<file path="src/rtl/secuenciador_fir.sv">
// FIR sequencer: shifts one sample per handshake into a TAPS-deep delay line and drives
// an external combinational unidad_aritmetica with alternating multiply/add operations.
// Optional SECUENCIADOR_OVF_CNT_EN adds a saturating counter of overflow events.
module secuenciador_fir #(
    parameter  int LARGO = 24,
    parameter  int TAPS  = 8,
    localparam int CW    = $clog2(TAPS)
) (
    input  logic             clk,
    input  logic             rst_n,
    input  logic [LARGO:0]   muestra_in,
    input  logic             muestra_valid,
    output logic             muestra_ready,
    output logic [CW-1:0]    coef_addr,
    input  logic [LARGO:0]   coef_in,
    output logic [LARGO:0]   au_a,
    output logic [LARGO:0]   au_b,
    output logic [1:0]       au_func,
    input  logic [LARGO:0]   au_y,
    input  logic             au_ovf,
    output logic [LARGO:0]   y_out,
    output logic             y_valid,
    output logic             ovf_flag,
    output logic [15:0]      ovf_cnt
);

    typedef enum logic [1:0] {IDLE, MUL, SUM, DONE} state_t;

    localparam logic [1:0] FUNC_IDLE = 2'd0;
    localparam logic [1:0] FUNC_SUMA = 2'd1;
    localparam logic [1:0] FUNC_MULT = 2'd2;

    state_t           state_q, state_d;
    logic [LARGO:0]   x_q [TAPS];
    logic [LARGO:0]   acc_q;
    logic [LARGO:0]   prod_q;
    logic [CW-1:0]    k_q;
    logic             ovf_q;
    logic             last_tap;
    logic             accept;

    assign last_tap  = (k_q == CW'(TAPS - 1));
    assign accept    = (state_q == IDLE) && muestra_valid;
    assign coef_addr = k_q;

    // NOTE: sequential state uses non-blocking assignments so every register samples
    // the pre-edge values of the others, independent of statement order.
    always_ff @(posedge clk or negedge rst_n) begin
        if (!rst_n) state_q <= IDLE;
        else        state_q <= state_d;
    end

    // NOTE: every output of this block gets a default first, so no path leaves a
    // signal unassigned and no latch is inferred.
    always_comb begin
        state_d       = state_q;
        muestra_ready = 1'b0;
        au_func       = FUNC_IDLE;
        au_a          = '0;
        au_b          = '0;
        case (state_q)
            IDLE: begin
                muestra_ready = 1'b1;
                if (muestra_valid) state_d = MUL;
            end
            MUL: begin
                au_func = FUNC_MULT;
                au_a    = x_q[k_q];
                au_b    = coef_in;
                state_d = SUM;
            end
            SUM: begin
                au_func = FUNC_SUMA;
                au_a    = acc_q;
                au_b    = prod_q;
                state_d = last_tap ? DONE : MUL;
            end
            DONE:    state_d = IDLE;
            default: state_d = IDLE;
        endcase
    end

    // NOTE: the delay line is an array but is still reset, so an aborted sample can
    // never leave stale taps behind for the next filter run.
    always_ff @(posedge clk or negedge rst_n) begin
        if (!rst_n) begin
            for (int i = 0; i < TAPS; i++) x_q[i] <= '0;
            acc_q    <= '0;
            prod_q   <= '0;
            k_q      <= '0;
            ovf_q    <= 1'b0;
            y_out    <= '0;
            y_valid  <= 1'b0;
            ovf_flag <= 1'b0;
        end else begin
            y_valid <= 1'b0;
            case (state_q)
                IDLE: begin
                    if (accept) begin
                        for (int i = TAPS - 1; i > 0; i--) x_q[i] <= x_q[i-1];
                        x_q[0] <= muestra_in;
                        acc_q  <= '0;
                        k_q    <= '0;
                        ovf_q  <= 1'b0;
                    end
                end
                MUL: begin
                    prod_q <= au_y;
                    ovf_q  <= ovf_q | au_ovf;
                end
                SUM: begin
                    acc_q <= au_y;
                    ovf_q <= ovf_q | au_ovf;
                    if (!last_tap) k_q <= k_q + CW'(1);
                end
                DONE: begin
                    y_out    <= acc_q;
                    ovf_flag <= ovf_q;
                    y_valid  <= 1'b1;
                end
                default: ;
            endcase
        end
    end

`ifdef SECUENCIADOR_OVF_CNT_EN
    logic [15:0] cnt_q;

    // Counts every saturating operation, sticking at full scale instead of wrapping.
    always_ff @(posedge clk or negedge rst_n) begin
        if (!rst_n) begin
            cnt_q <= '0;
        end else if ((state_q == MUL || state_q == SUM) && au_ovf && cnt_q != 16'hFFFF) begin
            cnt_q <= cnt_q + 16'd1;
        end
    end

    assign ovf_cnt = cnt_q;
`else
    assign ovf_cnt = 16'h0000;
`endif

endmodule

</file>
<file path="config.mk">
export PLATFORM = sky130hd
export DESIGN_NAME = secuenciador_fir
export DESIGN_NICKNAME = d
export VERILOG_FILES = /design/src/rtl/secuenciador_fir.sv
export SDC_FILE = /design/constraint.sdc
export NUM_CORES = 1
export LEC_CHECK = 0
export ABC_CLOCK_PERIOD_IN_PS = 3100
export CORE_MARGIN = 2
export CORE_UTILIZATION = 35
export CTS_CLUSTER_SIZE = 12
export DETAILED_ROUTE_END_ITERATION = 8
export GPL_ROUTABILITY_DRIVEN = 0
export GPL_TIMING_DRIVEN = 1
export PLACE_DENSITY = 0.64
export SYNTH_ARGS = -nofsm -noshare
export SYNTH_HDL_FRONTEND = slang
export SYNTH_SLANG_ARGS = --single-unit
</file>
<file path="constraint.sdc">
create_clock -name clk -period 3.1 [get_ports clk]
set_input_delay 0.62 -clock clk [delete_from_list [all_inputs] [get_ports clk]]
set_output_delay 0.62 -clock clk [all_outputs]
set_load 0.05 [all_outputs]
</file>
==> flow_summary.toml, run 1 <==
[run_status]
status = "completed"

[cts]
clk_path_buf_depth = 3
path_clk_slew_ps = 60
cts_buffers = 29
hold_buffers = 0
htree_levels = 1
cts_tree = "done"
insertion_delay_ps = 540
cts_root_buffer = "clkbuf_16"
cts_num_sinks = 283

[worst_setup_path]
r2r-start = "state_q[0]"
crit_fanout = 12
slowest_stage = "dfrtp_4"
path_class = "reg -> out"
rr_worst_depth = 5
crit_arrival_ps = 2420
end_kind = "output pin"
ff2ff_setup_slack_ps = 850
crit_path_start = "coef_addr[0]"
r2r-end = "x_q[87]"
crit_path_end = "au_a[12]"
critPathRequiredTime_ps = 2480
crit_path_frequent_cell = "buf_4"
cp_slowest_stage_delay_ps = 540
critPathLaunchType = "register"
worstPathCellList = "buf_4 > clkbuf_16 > mux2i_1 > a22oi_1 > o211ai_1 > a21boi_1 > buf_4"

[drt]
drt-pass1-iter-count = 4
post_drt_wl_per_cell_um = 19.4
drtIter0Drc = 344
via_per_inst = 5.14
ant_nets = 0
vias = 7964
wl_um = 30000
drc = 0

[synthesis]
synthCells = 905
synthFlopType = "dfrtp_1"
synthDistinctLibCells = 29
syn_avg_cell_area_um2 = 14.3
synth_edf_count = 0
yosysSeqAreaShare_pct = 54.5
synth_area_um2 = 13000
ys_ff_latch = 283
synthArstFlopShare_pct = 100
ys_warn_count = 0

[placed_design]
dp_cells = 1493
io_buffers = 161
dp_hpwl_um = 20400

[floorplanning]
fp.dieW_um = 197
rows = 70
core_um2 = 36600
start_util_pct = 35.5
die-area_um2 = 38700
fp.dieH_um = 197
pin_count = 178

[timing]
max_freq_ghz = 0.329
skew_ps = 9.20
final_max_slew_viol_count = 0
finalHoldViolations = 0
post-route-min-period_ps = 3040
slew_headroom_pct = 48.4
finalCritPeriodShare_pct = 97.9
worstMarginPinSlew_ps = 774
rsz0062_at_grt = "true"
setup_viol = 0

[grt]
antenna_found_initial = 1
grt_max_degree = 74
grt_overflow = 0
grt_pass1_vias = 7908
grt_pass1_wl_um = 46800
grt.total_usage_pct = 15.3

[pwr]
leakage_nw = 6.94
p_total_mw = 19.7
irDropWorstVdd_mv = 0.432
power.density_nw_per_um2 = 1210

[cells_and_area]
drive_above_1_share_pct = 38.4
final_core_util_pct = 44.5
syn2layout_area_growth_pct = 25.5
fin_cells = 1550
nNetsFinal = 1152

[worst_hold_path]
min_path_type = "in -> async"

[flow_run]
maxCapViolCount = 0
-- cell usage after synthesis (all sizes together), types with 2 or more instances --
library cell  count  area (um^2)
a21boi           25          188
a21oi             4         20.0
a22o             29          254
a22oi            51          383
and2              2         12.5
buf              70          474
clkbuf           16         60.1
dfrtp           283         7080
ha                7         87.6
inv               2         7.51
mux2            252         2840
mux2i            51          510
mux4             25          567
nand2            27          101
nor2              3         11.3
nor2b            28          175
o211ai           25          188
o21ai             2         10.0
-- area by class of cell --
| class | count | area, um^2 |
|---|---|---|
| sequential | 283 | 7090 |
| tap | 468 | 586 |
| clock inverter | 6 | 58.8 |
| inverter | 2 | 7.51 |
| multi-input combinational | 549 | 5450 |
| fill | 3275 | 20300 |
| antenna | 1 | 2.50 |
| clock buffer | 40 | 797 |
| timing repair buffer | 201 | 2310 |
-- where the power goes --
| part | total (mW) | internal (mW) | leakage, nW | switching, mW |
|---|---|---|---|---|
| sequential | 6.71 | 5.48 | 3.51 | 1.23 |
| combinational | 9.74 | 4.72 | 3.02 | 5.02 |
| clock | 3.21 | 1.85 | 0.423 | 1.36 |
-- cells in the final DEF (no fill, tap or decap), types with 3 or more instances in the layout --
cell,instances
mux2_2,252
nor2b_1,27
ha_1,5
conb_1,16
clkdlybuf4s50_1,107
a22oi_1,51
a22o_1,29
clkbuf_16,31
a21boi_1,23
buf_12,34
a21oi_1,4
o211ai_1,25
mux2i_1,51
nor2_1,3
clkinv_2,4
buf_6,5
nand2_1,26
clkbuf_8,3
buf_4,49
mux4_2,24
dfrtp_1,282
clkbuf_1,8
-- metal layers --
layer	vias to the layer above	GRT usage (%)	routed length (um)
met5	-	0	0
met1	4063	23.3	15000
li1	3650	-	-
met2	213	22.3	12800
met4	0	3.87	556
met3	38	2.89	1680
-- state kept, by name, summed over array words and instances, names as in the netlist --
name / count
y_valid: 1
ovf_flag: 1
coef_addr: 3
prod_q: 25
acc_q: 25
y_out: 25
ovf_q: 1
state_q: 2
x_q: 200
-- worst min-delay path by stage --
| stage | to | slack [ps] | startpoint |
|---|---|---|---|
| CTS | y_out[2] | 60 | rst_n |
| floorplan | acc_q[0] | 320 | rst_n |
| detailed placement | x_q[9] | 490 | x_q[9] |
| global placement | x_q[16] | 490 | x_q[16] |
| finish | y_out[2] | 40 | rst_n |
| global route | y_out[2] | 80 | rst_n |
-- per-stage QoR --
stage	worst slack, ps	instance area [um^2]	setup TNS (ps)	hold slack, ps
2_1_floorplan	62.0	13000	0	324
3_3_place_gp	504	15300	0	488
3_5_place_dp	450	15300	0	494
4_1_cts	8.15	16100	0	62.0
5_1_grt	-19.9	16300	-21.9	79.1
6_report	63.9	16300	0	44.9
-- what timing repair did --
item                       in CTS  in global routing
cloned                          0                  2
setup endpoints to repair      17                 34
resized for setup               4                  7
setup buffers                   0                  8
pin swaps                       1                  2
-- critical path, delay by kind of cell (launching register included) --
kind	cells	cell delay, ps
DFF	1	540
buffers and inverters	3	580
muxes	1	170
AOI/OAI and AO/OA	3	580
-- cell families (layout without fill, tap and decap cells) --
| logic type | count (synthesis) | in the layout | synth area share (%) |
|---|---|---|---|
| buf+inv | 88 | 249 | 4.17 |
| flops | 283 | 283 | 54.5 |
| mux | 328 | 328 | 30.2 |
| compound gates | 137 | 137 | 8.07 |
| other cells | 1 | 17 | 0.0289 |
| fa+ha+maj | 7 | 7 | 0.674 |
| simple gates | 61 | 61 | 2.36 |
(Power assumes the default switching activity.)
==> run 2, diff against run 1 <==
--- a/config.mk
+++ b/config.mk
@@ -5,7 +5,6 @@
 export SDC_FILE = /design/constraint.sdc
 export NUM_CORES = 1
 export LEC_CHECK = 0
-export ABC_CLOCK_PERIOD_IN_PS = 3100
 export CORE_MARGIN = 2
 export CORE_UTILIZATION = 35
 export CTS_CLUSTER_SIZE = 12
==> results of run 2 <==
Final layout, timing and power as in run 1 (identical DEF).
